$ cat src/rtl/layer_boundary_skid_reg.sv
// Elastic two-entry pipeline register between the layer-0 and layer-1 neuron
// LUT arrays of one ensemble. A main register drives the layer-1 fan-in and
// a skid register absorbs the one extra vector that can arrive while the
// downstream stalls. s_ready is registered, so there is no combinational
// path from m_ready to s_ready or from s_valid to m_valid. A wrapping counter
// tracks completed output transfers for throughput checks.
module layer_boundary_skid_reg #(
  parameter int WIDTH = 256,
  parameter int CNT_W = 32
) (
  input  logic             clk,
  input  logic             rst,
  input  logic             flush,
  input  logic             s_valid,
  output logic             s_ready,
  input  logic [WIDTH-1:0] s_data,
  output logic             m_valid,
  input  logic             m_ready,
  output logic [WIDTH-1:0] m_data,
  output logic [CNT_W-1:0] sample_count
);

  logic             m_valid_q,    m_valid_d;
  logic [WIDTH-1:0] m_data_q,     m_data_d;
  logic             skid_valid_q, skid_valid_d;
  logic [WIDTH-1:0] skid_data_q,  skid_data_d;
  logic             s_ready_q,    s_ready_d;
  logic [CNT_W-1:0] count_q,      count_d;

  logic in_xfer;
  logic out_xfer;

  assign in_xfer  = s_valid & s_ready_q;
  assign out_xfer = m_valid_q & m_ready;

  // Next-state for main/skid entries, ready and the sample counter.
  always_comb begin
    // NOTE: every signal gets a hold default first so no path leaves it
    // unassigned; that is what keeps this block free of inferred latches.
    m_valid_d    = m_valid_q;
    m_data_d     = m_data_q;
    skid_valid_d = skid_valid_q;
    skid_data_d  = skid_data_q;
    count_d      = count_q;

    if (!m_valid_q || out_xfer) begin
      // Main is free this edge: refill from skid first to keep FIFO order.
      if (skid_valid_q) begin
        m_valid_d    = 1'b1;
        m_data_d     = skid_data_q;
        skid_valid_d = 1'b0;
        if (in_xfer) begin
          skid_data_d  = s_data;
          skid_valid_d = 1'b1;
        end
      end else if (in_xfer) begin
        m_valid_d = 1'b1;
        m_data_d  = s_data;
      end else begin
        m_valid_d = 1'b0;
      end
    end else if (in_xfer) begin
      // Main is stalled: park the new vector in the skid entry.
      skid_data_d  = s_data;
      skid_valid_d = 1'b1;
    end

    // Flush empties both entries; data payloads are left as don't-care.
    if (flush) begin
      m_valid_d    = 1'b0;
      skid_valid_d = 1'b0;
    end

    // A transfer completing in the flush cycle still counts as delivered.
    if (out_xfer) begin
      count_d = count_q + 1'b1;
    end

    s_ready_d = ~skid_valid_d;
  end

  // State registers with asynchronous clear of every entry.
  always_ff @(posedge clk or posedge rst) begin
    if (rst) begin
      m_valid_q    <= 1'b0;
      // NOTE: the data payloads are reset as well as the valid bits, so the
      // layer-1 inputs see a defined all-zero vector straight out of reset.
      m_data_q     <= '0;
      skid_valid_q <= 1'b0;
      skid_data_q  <= '0;
      s_ready_q    <= 1'b0;
      count_q      <= '0;
    end else begin
      // NOTE: non-blocking assignments so all registers update together from
      // the values computed before the edge.
      m_valid_q    <= m_valid_d;
      m_data_q     <= m_data_d;
      skid_valid_q <= skid_valid_d;
      skid_data_q  <= skid_data_d;
      s_ready_q    <= s_ready_d;
      count_q      <= count_d;
    end
  end

  assign s_ready      = s_ready_q;
  assign m_valid      = m_valid_q;
  assign m_data       = m_data_q;
  assign sample_count = count_q;

endmodule
$ cat config.mk
export PLATFORM = sky130hd
export DESIGN_NAME = layer_boundary_skid_reg
export DESIGN_NICKNAME = d
export VERILOG_FILES = /design/src/rtl/layer_boundary_skid_reg.sv
export SDC_FILE = /design/constraint.sdc
export NUM_CORES = 1
export LEC_CHECK = 0
export ABC_AREA = 0
export BUFFER_PORTS_ARGS = -buffer_cell sky130_fd_sc_hd__buf_2
export CORE_ASPECT_RATIO = 1.25
export CORE_MARGIN = 4
export CORE_UTILIZATION = 40
export CTS_BUF_LIST = sky130_fd_sc_hd__clkbuf_2
export CTS_CLUSTER_DIAMETER = 60
export DETAILED_ROUTE_END_ITERATION = 8
export PLACE_DENSITY_LB_ADDON = 0.25
export SLEW_MARGIN = 20
export SYNTH_ARGS = -nofsm -noshare
export SYNTH_HDL_FRONTEND = slang
export SYNTH_SLANG_ARGS = --single-unit
$ cat constraint.sdc
create_clock -name clk -period 18.4 [get_ports clk]
set_input_delay 0.92 -clock clk [delete_from_list [all_inputs] [get_ports clk]]
set_output_delay 0.92 -clock clk [all_outputs]
set_load 0.01 [all_outputs]
==> metrics.md <==
| Metric | Value |
|---|---|
| Total gr overflow | `0` |
| Tcrit/Tclk final | `22.3%` |
| Path depth of the worst reg2reg path | `5` |
| Post-route DRC violation count | `0` |
| Fill cell count | `4937` |
| Initial antenna violation count | `10` |
| CTS tree | `yes` |
| Post-Synthesis Cell Area | `22800 um^2` |
| Outcome | `complete, no violations` |
| Critical path launch point | `skid_valid_q$_DFF_PP0_` |
| Count leader, synth | `dfrtp_1` |
| Cell variety after synth | `31` |
| Syn_area_per_cell | `12.7 um^2` |
| Synth area leaders | `dfrtp_1 60%, mux2_2 13%, mux2i_1 11%, nand2_1 4.4%, o21ai_1 4.0%` |
| Root Driver | `clkbuf_2` |
| Area leader, netlist | `dfrtp_1` |
| # IOs | `551` |
| Power per cell area | `102 nW/um^2` |
| Unrepaired setup endpoints after global routing | `false` |
| PortBufs | `550` |
| Worst Setup Path Type | `reg -> reg` |
| R2R Path Start | `skid_valid_q$_DFF_PP0_` |
| Critical Path Start Type | `register` |
| Drt pass-1 iters | `5` |
| Worst min path class | `in -> reg` |
| Rows | `97` |
| Cells after Synth | `1792` |
| Final Max Slew Viols | `0` |
| Post-synth top cells | `547 x dfrtp_1, 267 x nand2_1, 257 x mux2_2` |
| Post-synth top area share | `60.1%` |
| Peak VDD IR | `61.5 uV` |
| Worst skew pair latency | `1.22 ns` |
| Max transition margin | `28.0%` |
| Vert. Die Dim | `275 um` |
| Vias | `17100` |
| Starting DRT DRC Count | `867` |
| CTS clk-pin slew, worst paths | `0.10 ns` |
| Initial core utilization | `40.5%` |
| Placed Cells | `2985` |
| First-pass GRT wire length | `97.7 mm` |
| Hold Crit Start | `s_valid` |
| Htree depth | `4` |
| WL/cell | `17.6 um` |
| Worst Tran Pin Value | `1.08 ns` |
| Crit path required time | `19.44 ns` |
| Final setup TNS | `0 ns` |
| R2R setup slack | `14.30 ns` |
| Final nets | `2907` |
| Yosys Warn Count | `0` |
| Vias in the first global route | `18000` |
| Clock skew | `0.101 ns` |
| Antenna Nets Post-Route | `0` |
| Arrival @ worst endpoint | `5.14 ns` |
| CTS Buf Count | `140` |
| LEAKAGE | `0.0139 uW` |
| # setup viols final | `0` |
| Largest net degree at the start of global routing | `246` |
| Post_cts resized | `0` |
| FFs w/ async S/R, synth | `100%` |
| Die area | `60800 um^2` |
| Top FF cell, synth | `dfrtp_1` |
| Vias/cell | `4.91` |
| Clk buf depth | `3` |
| Area delta synth->final | `30.9%` |
| Seq/Total Area, Yosys | `60.1%` |
| Final Critical Period | `4.10 ns` |
| Max-Cap Viols | `0` |
| CP endpoint kind | `register` |
| Share of layout cells above drive strength 1 | `38.4%` |
| Fin. Hold Viols | `0` |
| Post-synth EDFFs | `0` |
| All-Layer GR Usage | `19.9%` |
| Cell count of the worst hold path | `3` |
| Hpwl dp | `40.5 mm` |
| WL final | `61.4 mm` |
| Crit-path max FO | `69` |
| Core area | `56200 um^2` |
| Worst Hold Path EP | `m_valid$_DFFE_PP0P_` |
| Routability Congestion | `0.795` |
| Yosys reg bits | `547` |
| # hold bufs at CTS | `260` |
| Post-CTS setup buffers | `0` |
| Mapped Nets | `2054` |
| Die span in x | `221 um` |
| R2r endpoint | `skid_data_q[113]$_DFFE_PP0P_` |
| Fin cells | `3483` |
| Sink Count | `547` |
| Fmax | `244 MHz` |
| Pwr Total | `3040 uW` |
==> report_power, final <==
group | switching [uW] | total, uW | internal [uW]
Sequential | 141 | 1600 | 1460
Combinational | 301 | 617 | 316
Clock | 487 | 822 | 336
==> stage by stage <==
step / util (%) / setup slack (ns) / hold slack, ns / instance area (um^2)
2_1_floorplan: - / 2.19 / 0.479 / 22800
3_3_place_gp: 46.2 / 13.90 / 0.457 / 25900
3_5_place_dp: 46.2 / 13.83 / 0.465 / 25900
4_1_cts: 53.0 / 14.23 / 0.0731 / 29800
5_1_grt: 53.0 / 14.06 / 0.107 / 29800
6_report: 53.0 / 14.30 / 0.353 / 29800
==> routing by layer <==
| layer | track usage (%) | up-vias | wire length (um) |
|---|---|---|---|
| met5 | 0 | - | 7 |
| met1 | 23.3 | 8375 | 23900 |
| met3 | 6.67 | 156 | 4260 |
| li1 | - | 8025 | - |
| met2 | 32.8 | 543 | 30600 |
| met4 | 10.5 | 2 | 2710 |
==> critical path: stages (launching register included) <==
cell and delay (ns):
dfrtp_4 0.78, o211ai_4 0.27, buf_4 0.67, buf_4 0.84, buf_4 0.85, mux2_2 0.42
==> cell usage in the layout, fill, tap and decap left out, types with 4 or more instances in the layout <==
master and count:
buf_4 13, mux2_2 257, nand4_1 10, buf_2 550, and4_1 5, nand2_1 267
xnor2_1 16, o21ai_0 76, mux2i_1 256, clkbuf_2 203, nor4_1 6, dlygate4sd3_1 260
xor2_1 15, o21ai_1 180, nand3_1 11, dfrtp_1 546, inv_1 4, nor3_1 6
nor2_1 5, diode_2 11, clkinv_1 9
==> flip-flops by register name (all words and copies together) (netlist names) <==
name / cells
skid_data_q: 256
skid_valid_q: 1
sample_count: 32
m_valid: 1
m_data: 256
s_ready: 1
==> area by class of cell <==
| cell class | count | area (um^2) | share of cell area, % |
|---|---|---|---|
| antenna | 11 | 27.5 | 0.0924 |
| clock buffer | 203 | 1020 | 3.41 |
| clock inverter | 24 | 204 | 0.684 |
| inverter | 5 | 26.3 | 0.0882 |
| multi-input combinational | 1125 | 8400 | 28.2 |
| sequential | 547 | 13700 | 45.9 |
| tap | 742 | 928 | 3.12 |
| timing repair buffer | 826 | 5500 | 18.5 |
==> cells by family (layout without fill, tap and decap cells) <==
logic type,count (synthesis),count (layout),share of synthesized area [%]
buffers and inverters,120,1058,3.01
multiplexers,513,513,24.0
XOR/XNOR,31,31,1.19
AND/OR/NAND/NOR,320,320,5.87
adder cells (fa/ha/maj),1,1,0.0550
AO/OA/AOI/OAI,260,260,5.77
flip-flops,547,547,60.1
other,0,11,0
==> worst max-delay path by stage <==
stage and to:
2_1_floorplan m_data[0]$_DFFE_PP0P_, 3_3_place_gp m_data[124]$_DFFE_PP0P_, 3_5_place_dp m_data[124]$_DFFE_PP0P_, 4_1_cts skid_data_q[78]$_DFFE_PP0P_
5_1_grt skid_data_q[78]$_DFFE_PP0P_, 6_report skid_data_q[113]$_DFFE_PP0P_
Note: power is estimated with default switching activity, not from simulation.
